<file path="src/rtl/dft_result_collector.sv">
// Per-bin DFT result FIFO streaming to the AXI read path; optional MAG_SQ_EN squares {re,im} into magnitude^2.
// Strobe-to-o_RVALID is 1 cycle (2 with MAG_SQ_EN); head beat holds while i_RREADY is low, strobes are dropped when full.
module dft_result_collector #(
  parameter int DEPTH      = 16,
  parameter int DATA_WIDTH = 32,
  parameter int IDX_WIDTH  = 12
) (
  input  logic                    clk,
  input  logic                    Reset,
  input  logic                    i_clear,
  input  logic [IDX_WIDTH-1:0]    i_samp_number,
  input  logic                    i_bin_valid,
  input  logic [IDX_WIDTH-1:0]    i_bin_index,
  input  logic [DATA_WIDTH-1:0]   i_bin_data,
  output logic [DATA_WIDTH-1:0]   o_RDATA,
  output logic                    o_RVALID,
  input  logic                    i_RREADY,
  output logic                    o_RLAST,
  output logic                    o_calc_end,
  output logic                    o_overflow,
  output logic [$clog2(DEPTH):0]  o_level
);
  localparam int PW = $clog2(DEPTH);
  localparam int LW = PW + 1;
  localparam logic [LW-1:0] FULL_LEVEL = LW'(DEPTH);

  typedef enum logic [1:0] {IDLE, COLLECT, DRAIN, DONE} state_t;

  typedef struct packed {
    logic                  last;
    logic [DATA_WIDTH-1:0] data;
  } entry_t;

  state_t                 state;
  entry_t                 mem [DEPTH];
  entry_t                 head;
  entry_t                 mem_wdat;
  logic [PW-1:0]          wr_ptr;
  logic [PW-1:0]          rd_ptr;
  logic [PW-1:0]          mem_waddr;
  logic                   mem_we;
  logic [IDX_WIDTH-1:0]   n_reg;
  logic                   full;
  logic                   push;
  logic                   pop;
  logic                   strobe_last;
  logic                   pipe_next;
  logic [LW-1:0]          level_next;
  logic                   rvalid_next;

  assign head        = mem[rd_ptr];
  assign full        = (o_level == FULL_LEVEL);
  assign pop         = o_RVALID & i_RREADY;
  assign strobe_last = (i_bin_index == n_reg - IDX_WIDTH'(1));
  // A full FIFO still takes a strobe when the head leaves in the same cycle.
  assign push        = i_bin_valid && (state == COLLECT) && (!full || pop);
  assign level_next  = o_level + LW'(push) - LW'(pop);
  // A word still in the squaring stage is counted in o_level but is not yet visible.
  assign rvalid_next = (level_next != LW'(pipe_next));

  assign o_RDATA = o_RVALID ? head.data : '0;
  assign o_RLAST = o_RVALID & head.last;

`ifdef MAG_SQ_EN
  logic signed [15:0] re;
  logic signed [15:0] im;
  logic signed [31:0] re_sq;
  logic signed [31:0] im_sq;
  logic [31:0]        mag;
  logic               pipe_vld;
  entry_t             pipe_entry;
  logic [PW-1:0]      pipe_ptr;

  assign re    = i_bin_data[31:16];
  assign im    = i_bin_data[15:0];
  assign re_sq = 32'(re) * 32'(re);
  assign im_sq = 32'(im) * 32'(im);
  // Each square is at most 2^30, so the unsigned sum cannot wrap.
  assign mag   = $unsigned(re_sq) + $unsigned(im_sq);

  always_ff @(posedge clk) begin
    if (Reset || i_clear) begin
      pipe_vld <= 1'b0;
    end else begin
      pipe_vld <= push;
    end
    if (push) begin
      pipe_entry <= '{last: strobe_last, data: DATA_WIDTH'(mag)};
      pipe_ptr   <= wr_ptr;
    end
  end

  assign pipe_next = push;
  assign mem_we    = pipe_vld;
  assign mem_waddr = pipe_ptr;
  assign mem_wdat  = pipe_entry;
`else
  assign pipe_next = 1'b0;
  assign mem_we    = push;
  assign mem_waddr = wr_ptr;
  assign mem_wdat  = '{last: strobe_last, data: i_bin_data};
`endif

  always_ff @(posedge clk) begin
    if (mem_we) begin
      mem[mem_waddr] <= mem_wdat;
    end
  end

  always_ff @(posedge clk) begin
    if (Reset || i_clear) begin
      wr_ptr     <= '0;
      rd_ptr     <= '0;
      o_level    <= '0;
      o_RVALID   <= 1'b0;
      o_calc_end <= 1'b0;
      o_overflow <= 1'b0;
      if (Reset) begin
        state <= IDLE;
        n_reg <= '0;
      end else begin
        state <= COLLECT;
        n_reg <= i_samp_number;
      end
    end else begin
      if (push) begin
        wr_ptr <= wr_ptr + PW'(1);
      end
      if (pop) begin
        rd_ptr <= rd_ptr + PW'(1);
      end
      o_level    <= level_next;
      o_RVALID   <= rvalid_next;
      o_calc_end <= pop && head.last && (state == DRAIN);
      if (i_bin_valid && (state == COLLECT) && full && !pop) begin
        o_overflow <= 1'b1;
      end
      case (state)
        COLLECT: if (push && strobe_last) state <= DRAIN;
        DRAIN:   if (pop && head.last)    state <= DONE;
        default: state <= state;
      endcase
    end
  end

endmodule

</file>
<file path="config.mk">
export PLATFORM = sky130hd
export DESIGN_NAME = dft_result_collector
export DESIGN_NICKNAME = d
export VERILOG_FILES = /design/src/rtl/dft_result_collector.sv
export SDC_FILE = /design/constraint.sdc
export NUM_CORES = 1
export LEC_CHECK = 0
export CAP_MARGIN = 20
export CELL_PAD_IN_SITES_DETAIL_PLACEMENT = 1
export CELL_PAD_IN_SITES_GLOBAL_PLACEMENT = 2
export CORE_AREA = 2 2 237 239
export DETAILED_ROUTE_END_ITERATION = 16
export DIE_AREA = 0 0 239 241
export MAX_ROUTING_LAYER = met4
export PLACE_DENSITY_LB_ADDON = 0.1
export SLEW_MARGIN = 10
export SYNTH_ARGS = -nofsm -noshare
export SYNTH_HDL_FRONTEND = slang
export SYNTH_SLANG_ARGS = --single-unit
</file>
<file path="constraint.sdc">
create_clock -name clk -period 7.4 [get_ports clk]
set_input_delay 2.22 -clock clk [delete_from_list [all_inputs] [get_ports clk]]
set_output_delay 2.22 -clock clk [all_outputs]
set_load 0.005 [all_outputs]
</file>
Word-level counts from Yosys, hierarchy flattened

Memory sizes are Yosys's and may differ from the RTL's. A register that Yosys moved wholly into a read port is not among the register bits.
Cells that the tools add are included.
W data, S select, Z words.

Input port bits: 61
Memories kept: 1
Bits in registers: 30
Output and inout port bits: 41
Bits in writable memories: 528
Logic and storage cells: 46

Memories:

| name | depth | width | rd ports | clocked after Yosys merged registers in | write ports | RTL line | source |
|---|---|---|---|---|---|---|---|
| mem  | 16    | 33    | 1        | 1                                       | 1           | 35       | `entry_t mem [DEPTH];` |

Reduce and logical (&&, ||, !) cells: 14
$add $sub $neg: 5
Equal/unequal tests: 6
Bitwise gates (word level): 2
Multiplexer cells: 10

Operator list:

| operator                | count |
|---|---|
| $mux W32                | 1 |
| $eq A12 B12 Y1          | 1 |
| $sub A12 B1 Y12 const B | 1 |
| $add A4 B1 Y4 const B   | 2 |
| $mux W4                 | 2 |
| $logic_and A1 B1 Y1     | 7 |
| $mux W2                 | 3 |
| $add A5 B1 Y5           | 1 |
| $eq A5 B5 Y1 const B    | 1 |
| $reduce_bool A5 Y1      | 1 |
| $sub A5 B1 Y5           | 1 |
| $pmux W2 S2             | 1 |
| $mux W1                 | 3 |
| $ne A3 B2 Y1 const B    | 1 |
| $ne A3 B3 Y1 const B    | 1 |
| $reduce_and A3 Y1       | 1 |
| $reduce_bool A3 Y1      | 1 |
| $and A1 B1 Y1           | 2 |
| $eq A2 B1 Y1 const B    | 1 |
| $eq A2 B2 Y1 const B    | 1 |
| $logic_not A1 Y1        | 2 |
| $logic_or A1 B1 Y1      | 2 |

Depth between registers and ports, before layout

Depth in word-level cells: 8
Depth in mapped cells: 15
Depth with buffers taken out: 15

Worst setup path before layout

Ideal clock, no wire load.

Path type: in2reg
Start point: input i_RREADY
End point: memory mem[3][0] (netlist name), enable pin
Library setup time: 0.464 ns
Setup slack: 1.478 ns
Required time: 6.936 ns
Path buffers: 1
Data arrival time: 5.458 ns
Stages: 6
Cells stage by stage: and2_1 > buf_2 > nor4_1 > nor3_2 > nand2_1 > nor3_1

Word-level cells in the longest chain between the ends: 5

RTL lines:

| item                          | RTL line | source |
|---|---|---|
| start: declaration            | 17       | `input logic i_RREADY,` |
| $and A1 B1 Y1                 | 53       | `assign pop = o_RVALID & i_RREADY;` |
| via pop                       | 45       | `logic pop;` |
| $logic_or A1 B1 Y1            | 56       | `assign push = i_bin_valid && (state == COLLECT) && (!full \|\| pop);` |
| $logic_and A1 B1 Y1           | 56       |  |
| $mux W1                       | 105      | `if (mem_we) begin` |
| $mux W1 (implied by the code) | 106      | `mem[mem_waddr] <= mem_wdat;` |
| end: declaration              | 35       |  |

The timed path passes the listed nets, and every way through them passes these cells.

==> reports/qor.csv <==
metric;value;unit
status;completed;
rrSetupSlack;3.46;ns
io_buffers;101;
hold_class;flop to flop;
period_share;0.791;
crit_fanout;24;
drc;0;
holdBufCountCts;0;
place.gp.congestion;0.738;
synth-seq-area-share;0.762;
yosysMostFrequentCell;edfxtp_1;
use_met2;0.293;
seqCellArea;16700;um2
diodes;0;
drive_gt1_frac;0.259;
fin_nets;1193;
area_growth;17.6;%
grt_pass1_vias;11051;
use_met3;0.0272;
postCtsSetupBuffers;0;
rows;86;
setup_viol;0;
clkPwrFrac;0.416;
critPathLaunchType;flop;
h-tree-depth;2;
grt_max_degree;63;
clkTransAtPathRegs;0.06;ns
leakage;7.86;nW
cts_sinks;562;
post_cts_resized;0;
slowest_delay;0.69;ns
synth_ff_type;edfxtp_1;
post_drt_via_cell_ratio;5.33;
powerDensity;263;nW/um2
internal_power;5.33;mW
drt_iter0_markers;786;
rsz0062_at_grt;no;
wirelength;48.7;mm
yosys.cell_types.count;40;
core;54900;um2
final.min_clock_period;5.85;ns
cts_tree;done;
vias;9968;
slew_violations;0;
min_to;o_overflow$_SDFFE_PP0P_;
synth_top_cell_area_share;0.743;
min_from;o_overflow$_SDFFE_PP0P_;
grt_pass1_wl;73.8;mm
p_seq_frac;0.525;
crit_required;5.18;ns
arrival;3.63;ns
hpwl;29.1;mm
synthCells;974;
ir_worst_vdd;0.000172;V
clk_latency;0.60;ns
critical_path_class;flop to output port;
overflow;0;
grt_use_total;0.182;
fp.dieW;239;um
switching_share;0.212;
root_buffer;clkbuf_16;
stdcell_area;25700;um2
firstDrtPassIters;5;
end_kind;output port;
die_y;241;um
reg2reg_to;o_RVALID$_SDFF_PP0_;
start_util;0.399;
syn_area;21900;um2
clock_path_buffers;3;
hold_depth;2;
synthArstFlopShare;0;
fin_setup_tns;0;ns
comb_power_share;0.059;
ys_warn_count;0;
cts_buffers;60;
avgSynthCellArea;22.5;um2
largest_reg_flops;528;
worst_pin_slew;0.944;ns
grt_use_met1;0.247;
cap_viol_max_count;0;
synthTopCellsByArea;edfxtp_1 (74%), mux4_2 (17%), dfxtp_1 (1.8%);
synth.cells.most_frequent;edfxtp_1 (542), mux4_2 (165), nor2_1 (40);
synth_top_cell_by_area;edfxtp_1;
wire_per_inst;26.0;um
cpMaxStageDelayCell;dfxtp_4;
placed_cell_area;23900;um2
fin_skew;0.0128;ns
ant_nets;0;
grt.busiest_layer;met2;
max_freq;171;MHz
reg2reg_depth;13;
fillers;4979;
ios;102;
syn-num-nets;1048;
cp_common_cell;mux4_2;
maxSlewHeadroom;0.367;
antenna_found_initial;0;
power.switching;1.43;mW
reg2reg_from;o_RVALID$_SDFF_PP0_;
hold_viol;0;
synth_edf_count;542;
power;6.77;mW
die-area;57600;um2
ys_ff_latch;562;
multiInputGateArea;5030;um2
cp_cell_sequence;buf_4 > mux4_2 > mux4_2 > and2_1 > clkdlybuf4s50_1;
==> routing by layer <==
metal / wire, um / share of wire / up-vias
met5: 0 / 0 / -
met3: 1690 / 0.035 / 72
met4: 969 / 0.020 / 0
met1: 21900 / 0.45 / 5371
met2: 24200 / 0.50 / 169
li1: - / - / 4356
==> power by group through the flow <==
stage	Clock [mW]	Sequential, mW	Combinational, mW
global route	2.99	3.56	0.440
CTS	2.89	3.56	0.411
finish	2.81	3.55	0.400
floorplan	0	3.59	0.222
global placement	0	3.63	0.407
detailed placement	0	3.63	0.409
==> layout by cell type (no fill, tap or decap), types with 4 or more instances in the layout <==
master,synthesis,layout
mux4_2,165,165
clkinv_2,0,16
clkdlybuf4s50_1,0,101
nor2_1,40,28
buf_4,2,24
nor2b_1,13,13
clkbuf_1,21,13
a21oi_1,10,10
clkbuf_16,0,61
nor3_2,1,5
clkinv_1,1,12
nor2_4,0,12
and2_1,36,36
dfxtp_1,20,15
nand2_1,15,15
nor3_1,9,5
xnor2_1,10,10
ha_1,12,12
buf_12,0,4
inv_1,10,10
xor2_1,14,14
edfxtp_1,542,542
==> critical path, delay by kind of cell (launching register included) <==
kind	cells	cell delay (ns)
buffers and inverters	2	0.98
AND/OR/NAND/NOR	1	0.17
multiplexers	2	1.13
flip-flops	1	0.69
==> area by class of cell <==
| class | count | share of cell area |
|---|---|---|
| Clock inverter | 35 | 0.00986 |
| Sequential cell | 562 | 0.648 |
| Tap cell | 704 | 0.0342 |
| Inverter | 11 | 0.00160 |
| Clock buffer | 74 | 0.0612 |
| Timing Repair Buffer | 129 | 0.0494 |
| Multi-Input combinational cell | 355 | 0.196 |
==> cell families (layout without fill, tap and decap cells) <==
logic type / Yosys count / after routing / share of synthesized area
AND/OR/NAND/NOR: 130 / 130 / 0.0310
flip-flops: 562 / 562 / 0.762
AO/OA/AOI/OAI: 21 / 21 / 0.00589
buffers and inverters: 57 / 249 / 0.0136
adder cells (fa/ha/maj): 13 / 13 / 0.00777
XOR/XNOR: 24 / 24 / 0.00960
multiplexers: 167 / 167 / 0.171
==> worst max-delay path by stage <==
stage,end,slack [ns]
after floorplan,mem[3][0]$_DFFE_PP_,1.48
after global placement,o_RVALID$_SDFF_PP0_,1.73
after detailed placement,mem[11][2]$_DFFE_PP_,1.68
after CTS,o_RDATA[16],1.40
after global routing,o_RDATA[16],1.32
final,o_RDATA[16],1.55
==> stage by stage <==
step                cells  utilization  setup WS, ns  hold slack [ns]
floorplan             974            -          1.48            0.460
global placement     1758        0.435          1.73            0.483
detailed placement   1760        0.436          1.68            0.484
CTS                  1869        0.469          1.40            0.497
global route         1870        0.469          1.32            0.547
finish               1870        0.469          1.55            0.496
(Power assumes the default switching activity.)
